<file path="src/rtl/alu_seq.sv">
// alu_seq: handshaked registered 16-op ALU with a multi-cycle shift-add unsigned multiplier
module alu_seq #(
    parameter int DATA_WIDTH = 16,
    parameter int CNT_WIDTH = 5
) (
    input  logic                  clk,
    input  logic                  reset_n,
    input  logic                  in_valid,
    output logic                  in_ready,
    input  logic                  Mode,
    input  logic [3:0]            FuncCode,
    input  logic [DATA_WIDTH-1:0] A,
    input  logic [DATA_WIDTH-1:0] B,
    output logic                  out_valid,
    input  logic                  out_ready,
    output logic [DATA_WIDTH-1:0] C,
    output logic [DATA_WIDTH-1:0] CHi,
    output logic                  OverflowFlag,
    output logic                  ZeroFlag,
    output logic                  NegFlag
);
    localparam int W = DATA_WIDTH;
    localparam logic [W-1:0] ONE = W'(1);
    typedef enum logic [1:0] {IDLE, MUL, DONE} state_t;
    state_t state, nextState;
    logic [W-1:0] aluRes, mcand, acc, mplier, nextAcc, nextMplier;
    logic [W:0] mulSum;
    logic [CNT_WIDTH-1:0] cnt;
    logic aluOvf, lastIter;
    assign in_ready = state == IDLE;
    assign out_valid = state == DONE;
    assign lastIter = cnt == CNT_WIDTH'(W - 1);
    assign mulSum = {1'b0, acc} + {1'b0, mplier[0] ? mcand : '0};
    assign nextAcc = mulSum[W:1];
    assign nextMplier = {mulSum[0], mplier[W-1:1]};
    always_comb begin
        aluRes = '0;
        aluOvf = 1'b0;
        case (FuncCode)
            4'd0: begin
                aluRes = A + B;
                aluOvf = (A[W-1] == B[W-1]) && (aluRes[W-1] != A[W-1]);
            end
            4'd1: begin
                aluRes = A - B;
                aluOvf = (A[W-1] != B[W-1]) && (aluRes[W-1] != A[W-1]);
            end
            4'd2: aluRes = A;
            4'd3: aluRes = ~A;
            4'd4: aluRes = A & B;
            4'd5: aluRes = A | B;
            4'd6: aluRes = ~(A & B);
            4'd7: aluRes = ~(A | B);
            4'd8: aluRes = A ^ B;
            4'd9: aluRes = ~(A ^ B);
            4'd10, 4'd12: aluRes = {A[W-2:0], 1'b0};
            4'd11: aluRes = {1'b0, A[W-1:1]};
            4'd13: aluRes = {A[W-1], A[W-1:1]};
            4'd14: aluRes = ~A + ONE;
            default: aluRes = '0;
        endcase
    end
    always_comb begin
        nextState = state;
        case (state)
            IDLE: nextState = in_valid ? (Mode ? MUL : DONE) : IDLE;
            MUL: nextState = lastIter ? DONE : MUL;
            DONE: nextState = out_ready ? IDLE : DONE;
            default: nextState = IDLE;
        endcase
    end
    always_ff @(posedge clk) begin
        if (!reset_n) begin
            state <= IDLE;
            C <= '0;
            CHi <= '0;
            OverflowFlag <= 1'b0;
            ZeroFlag <= 1'b0;
            NegFlag <= 1'b0;
            mcand <= '0;
            acc <= '0;
            mplier <= '0;
            cnt <= '0;
        end else begin
            state <= nextState;
            case (state)
                IDLE: begin
                    if (in_valid && Mode) begin
                        mcand <= A;
                        mplier <= B;
                        acc <= '0;
                        cnt <= '0;
                    end else if (in_valid) begin
                        C <= aluRes;
                        CHi <= '0;
                        OverflowFlag <= aluOvf;
                        ZeroFlag <= aluRes == '0;
                        NegFlag <= aluRes[W-1];
                    end
                end
                MUL: begin
                    acc <= nextAcc;
                    mplier <= nextMplier;
                    cnt <= cnt + CNT_WIDTH'(1);
                    if (lastIter) begin
                        C <= nextMplier;
                        CHi <= nextAcc;
                        OverflowFlag <= nextAcc != '0;
                        ZeroFlag <= nextMplier == '0;
                        NegFlag <= nextMplier[W-1];
                    end
                end
                default: ;
            endcase
        end
    end
endmodule

</file>
<file path="config.mk">
export PLATFORM = sky130hd
export DESIGN_NAME = alu_seq
export DESIGN_NICKNAME = d
export VERILOG_FILES = /design/src/rtl/alu_seq.sv
export SDC_FILE = /design/constraint.sdc
export NUM_CORES = 1
export LEC_CHECK = 0
export ABC_CLOCK_PERIOD_IN_PS = 4390
export BUFFER_PORTS_ARGS = -buffer_cell sky130_fd_sc_hd__buf_2
export CAP_MARGIN = 25
export CORE_MARGIN = 10
export CORE_UTILIZATION = 62
export CTS_CLUSTER_DIAMETER = 60
export DETAILED_ROUTE_END_ITERATION = 8
export HOLD_SLACK_MARGIN = 0.08
export MAX_ROUTING_LAYER = met4
export PLACE_DENSITY = 0.93
export REMOVE_ABC_BUFFERS = 1
export SETUP_SLACK_MARGIN = 0.05
export SYNTH_ARGS = -nofsm -noshare
export SYNTH_HDL_FRONTEND = slang
export SYNTH_SLANG_ARGS = --single-unit
</file>
<file path="constraint.sdc">
create_clock -name clk -period 4.39 [get_ports clk]
set_input_delay 0.878 -clock clk [delete_from_list [all_inputs] [get_ports clk]]
set_output_delay 0.878 -clock clk [all_outputs]
set_load 0.05 [all_outputs]
</file>
# Word level (Yosys, flattened, before mapping)
# Cells that the tools add are included.
totals:
  register_bits: 90
  latch_bits: 0
  mem_bits_rw: 0
  romBits: 0
  inputBits: 41
  output_inout_bits: 37
  elab_cells: 94
  n_memories: 0
op_classes:
  n_addsub: 5
  n_mul: 0
  div: 0
  magnitude_cmp: 0
  eq_ne: 25
  shift: 0
  muxes: 34
  bitwise_logic: 7
  n_reduce_logical: 13
op_table:
  columns: ["operator", "n"]
  rows:
  - ["$pmux 16 s14", 1]
  - ["$mux 16", 9]
  - ["$pmux 16 s2", 4]
  - ["$not 16->16", 4]
  - ["$logic_not 16->1", 2]
  - ["$eq 4x4->1 const B", 7]
  - ["$add 16x16->17", 1]
  - ["$add 16x1->16 const B", 1]
  - ["$add 16x16->16", 1]
  - ["$and 16x16->16", 1]
  - ["$eq 4x3->1 const B", 4]
  - ["$or 16x16->16", 1]
  - ["$reduce_bool 16->1", 1]
  - ["$sub 16x16->16", 1]
  - ["$xor 16x16->16", 1]
  - ["$pmux 5 s2", 1]
  - ["$mux 1", 9]
  - ["$eq 4x2->1 const B", 2]
  - ["$mux 2", 4]
  - ["$pmux 1 s2", 4]
  - ["$ne 2x2->1 const B", 3]
  - ["$pmux 2 s3", 1]
  - ["$add 5x1->5 const B", 1]
  - ["$eq 5x4->1 const B", 1]
  - ["14 further kinds", 19]

# Logic depth before layout (Yosys ltp)
logic_depth:
  word_depth: 7
  depth_mapped: 13
  depth_no_buf: 13

# Worst setup path before layout
# Ideal clock, no wire load.
synth_timing:
  kind: "input to register"
  from: "in A[6]"
  to: "reg ZeroFlag"
  setup_time_ns: 0.084
  arrival_ns: 3.864
  t_required_ns: 4.306
  path_slack_ns: 0.442
  stages: 12
  n_path_buf: 2
  path_cell_list: "clkbuf_1 -> inv_1 -> ha_1 -> buf_2 -> nor2b_2 -> nor4_1 -> a21o_1 -> a221o_1 -> a211o_1 -> or4_1 -> or4_1 -> o31ai_2"
synth_via:
  elab_chain_cells: 7
  elab_cells_between_ends: 15
  cone_classes: "add/sub (3); mux (4); bitwise (7); reduce/logical (1)"
synth_rtl:
  columns: ["item", "line_no", "text"]
  rows:
  - ["start: declaration", "12", "input logic [DATA_WIDTH-1:0] A,"]
  - ["$not 16->16 (tied with other cells)", "49, 59", null]
  - ["$add 16x1->16 (tied with other cells)", "59", "4'd14: aluRes = ~A + ONE;"]
  - ["$pmux 16 s14 (*)", "39", "case (FuncCode)"]
  - ["$logic_not 16->1 (*)", "97", "ZeroFlag <= aluRes == '0;"]
  - ["$mux 1 (*)", "93", "end else if (in_valid) begin"]
  - ["$mux 1 (*)", "88", "if (in_valid && Mode) begin"]
  - ["$pmux 1 s2 (*)", "86", "case (state)"]
  - ["end signal: assignment", "78", "ZeroFlag <= 1'b0;"]
  - ["end signal: assignment", "97", null]
  - ["end signal: assignment", "109", "ZeroFlag <= nextMplier == '0;"]
  - ["end: declaration", "19", "output logic ZeroFlag,"]
# Mark *: on every way between the ends. The rest lies on a longest branch, timed or not. The select of a mux whose other input is x is not followed.
# A chain may end at the register's enable or synchronous reset.

# Worst setup path after layout
layout_timing:
  from: "in B[1]"
  to: "reg ZeroFlag"
layout_via:
  elab_chain_cells: 7
  elab_cells_between_ends: 13
  cone_classes: "add/sub (2); mux (4); bitwise (6); reduce/logical (1)"
layout_rtl:
  columns: ["item", "line_no", "text"]
  rows:
  - ["start: declaration", "13", "input logic [DATA_WIDTH-1:0] B,"]
  - ["parallel branches: the longest is 2 deep, another holds $sub 16x16->16", null, null]
  - ["$pmux 16 s14 (*)", "39", null]
  - ["$logic_not 16->1 (*)", "97", null]
  - ["$mux 1 (*)", "93", null]
  - ["$mux 1 (*)", "88", null]
  - ["$pmux 1 s2 (*)", "86", null]
# Mark *: on every way between the ends. The select of a mux whose other input is x is not followed.

==> summary.txt <==
Outcome
  – Outcome: finished, final reports clean

GRT
  – Initial antenna violation count: 0
  – Vias in the first global route: 8870
  – Total GRT Usage: 0.297
  – Largest net degree at the start of global routing: ~90
  – Global route total overflow: 0
  – First-pass GRT wire length: 46800 um

Routing
  – WL met1: about 11000 um
  – Remaining DRCs: 0
  – Vias/cell: roughly 6.7
  – Drt total wl: just under 30000 um
  – WL met3: 3440 um
  – DR top layer: met4
  – Routed len/inst: 20.6 um
  – Antenna Nets Post-Route: 0
  – Vias: 9563
  – DRT Pass-1 Iters: 5
  – Wire length on met2: 13400 um
  – DR iter-0 viols: 1217

Critical path
  – WP data arrival: 4.23 ns
  – Type of the worst setup path: primary input to register
  – WP data required: 4.66 ns
  – Worst Path Max Fanout: 4
  – Startpoint types: primary input
  – Crit. End Element: register

Clock tree
  – Hold-fix buffers, CTS: 0
  – CTS sink count: between 80 and 90
  – # Post-CTS Setup Buffers: 0
  – Worst skew pair latency: 0.35 ns
  – Post-CTS resize count: 0
  – CTS tree: done
  – Number of CTS-inserted buffers: 9
  – H-tree lvl count: 3
  – Maximum clock path buffer count: 2
  – CTS root buffer: clkbuf_16
  – Worst-path clk slew: about 0.07 ns

Die
  – FP Rows: 43
  – Total core area: between 10000 and 15000 sq um
  – Initial Utilization: 0.633
  – Die Span Y: 139 um
  – Die Width: approximately 140 um
  – IO Count: 78
  – Total die area: 19300 sq um

Timing
  – Final period utilization: 0.902
  – Max-slew violations: 0
  – Slew @ Worst Pin: 0.998 ns
  – Setup-failing EPs final: 0
  – Clock skew: 0.00729 ns
  – Worst setup margin: 0.430 ns
  – Minimum clock period: 3.96 ns
  – Fmax: 253 MHz
  – Setup TNS: 0 ns
  – Unrepaired setup endpoints after global routing: false
  – Rel. slew slack: 0.335
  – Hold Vio Cnt, Final: 0

Synthesis
  – Cells after Synth: 1198
  – #FFs+latches synth: 89
  – Main synth FF type: dfxtp_1
  – Mean area per synthesized cell: 7.34 sq um
  – Mapped Area: 8790 sq um
  – Async set or reset register ratio after synthesis: 0
  – Seq/Total Area, Yosys: 0.203
  – Ys Warns: 0
  – EDFF count, synth: 0
  – Distinct cells, synth: 86

Final layout
  – Commonest non-fill, non-tap cell in the layout: nand2_1
  – Synth-to-layout area growth: 9.86%
  – Fillers: around 1.1k
  – Finished Layout Cells: between 1k and 1.5k
  – Most frequent cells in the layout: nand2_1 (158), dfxtp_1 (89), nor2_1 (85)
  – Share of cells above drive strength 1: 0.141
  – Final nets: between 1k and 1.5k
  – Antenna diode count: 0

Power
  – Total power draw: 0.00247 W
  – VDD IR-drop max: between 0.2 and 0.25 mV
  – Pwr dens: between 200 and 300 nW/um^2
  – Leak pwr: 4.09 nW

Place
  – Placed Instances: 1417
  – HPWL Detailed: 22000 um
  – RePlAce Congestion: 1.03
  – Input/output buffers: 77
  – Pre-CTS WS: between 0.1 and 0.15 ns

Min path
  – Hold Crit Class: register to register

Flow run
  – Max-cap violations: 0
final timing paths:
check,startpoint,to,slack [ns],cells after the start
setup reg to reg,mplier[0],CHi[13],0.94,11
hold reg to reg,CHi[1],CHi[1],0.46,2
hold / removal,CHi[1],CHi[1],0.46,2
setup / recovery,B[1],ZeroFlag,0.43,11
stage by stage:
step                      hold slack, ns  instance area (sq um)  utilization
after global routing               0.480                   9660        0.696
final                              0.458                   9660        0.696
after CTS                          0.457                   9660        0.696
after global placement             0.438                   9360        0.675
after floorplan                    0.414                   8350            -
after detailed placement           0.445                   9360        0.675
flip-flops by register name, indices dropped and copies added (netlist names):
signal and count:
mcand 16, acc 16, OverflowFlag 1, state 2, mplier 16, CHi 16
cnt 5, ZeroFlag 1, C 16
power by group:
| group | internal, W | total [W] | switching [W] |
|---|---|---|---|
| Clock | 0.000440 | 0.000759 | 0.000319 |
| Combinational | 0.000294 | 0.000833 | 0.000539 |
| Sequential | 0.000844 | 0.000876 | 0.0000323 |
| Total | 0.00158 | 0.00247 | 0.000890 |
logic make-up after synthesis:
| group | synth area share |
|---|---|
| AND/OR/NAND/NOR | 0.255 |
| flip-flops | 0.203 |
| multiplexers | 0.0137 |
| adder cells (fa/ha/maj) | 0.112 |
| XOR/XNOR | 0.0470 |
| AO/OA/AOI/OAI | 0.295 |
| buffers and inverters | 0.0740 |
cell type report:
cell class	count	area, sq um	share of cell area
multi-input combinational	964	6370	0.660
sequential	89	1780	0.185
timing repair buffer	129	776	0.0803
clock buffer	9	225	0.0233
tap	180	225	0.0233
inverter	55	206	0.0214
clock inverter	6	68.8	0.00713
per-layer routing:
layer  vias to the layer above  GRT usage
met2                       674      0.467
met3                       125     0.0476
met5                         -          -
met4                         0      0.126
met1                      4372      0.369
li1                       4392          -
worst max-delay path: stages:
cell	delay, ns
buf_2	0.12
inv_1	0.15
ha_1	0.31
a211oi_2	0.40
o21ai_1	0.18
a21bo_1	0.25
a221o_1	0.30
a211o_1	0.33
or4_1	0.59
or4_1	0.51
o31ai_2	0.21
synth_stat cells (all sizes together), types with 11 or more instances:
| library cell | instances | share of area |
|---|---|---|
| a211oi | 17 | 0.017 |
| a21boi | 35 | 0.030 |
| a21o | 11 | 0.0094 |
| a21oi | 68 | 0.039 |
| a22oi | 15 | 0.013 |
| a31oi | 21 | 0.015 |
| and2 | 35 | 0.025 |
| buf | 33 | 0.026 |
| clkbuf | 57 | 0.024 |
| dfxtp | 89 | 0.20 |
| ha | 74 | 0.11 |
| inv | 54 | 0.023 |
| mux2i | 12 | 0.014 |
| nand2 | 159 | 0.068 |
| nand2b | 24 | 0.017 |
| nand3 | 26 | 0.015 |
| nor2 | 86 | 0.037 |
| nor2b | 33 | 0.025 |
| nor3 | 20 | 0.013 |
| nor4 | 13 | 0.0093 |
| o21ai | 84 | 0.048 |
| o22ai | 20 | 0.014 |
| o31ai | 11 | 0.010 |
| xnor2 | 31 | 0.033 |
| xor2 | 14 | 0.014 |
Note: power is estimated with default switching activity, not from simulation.
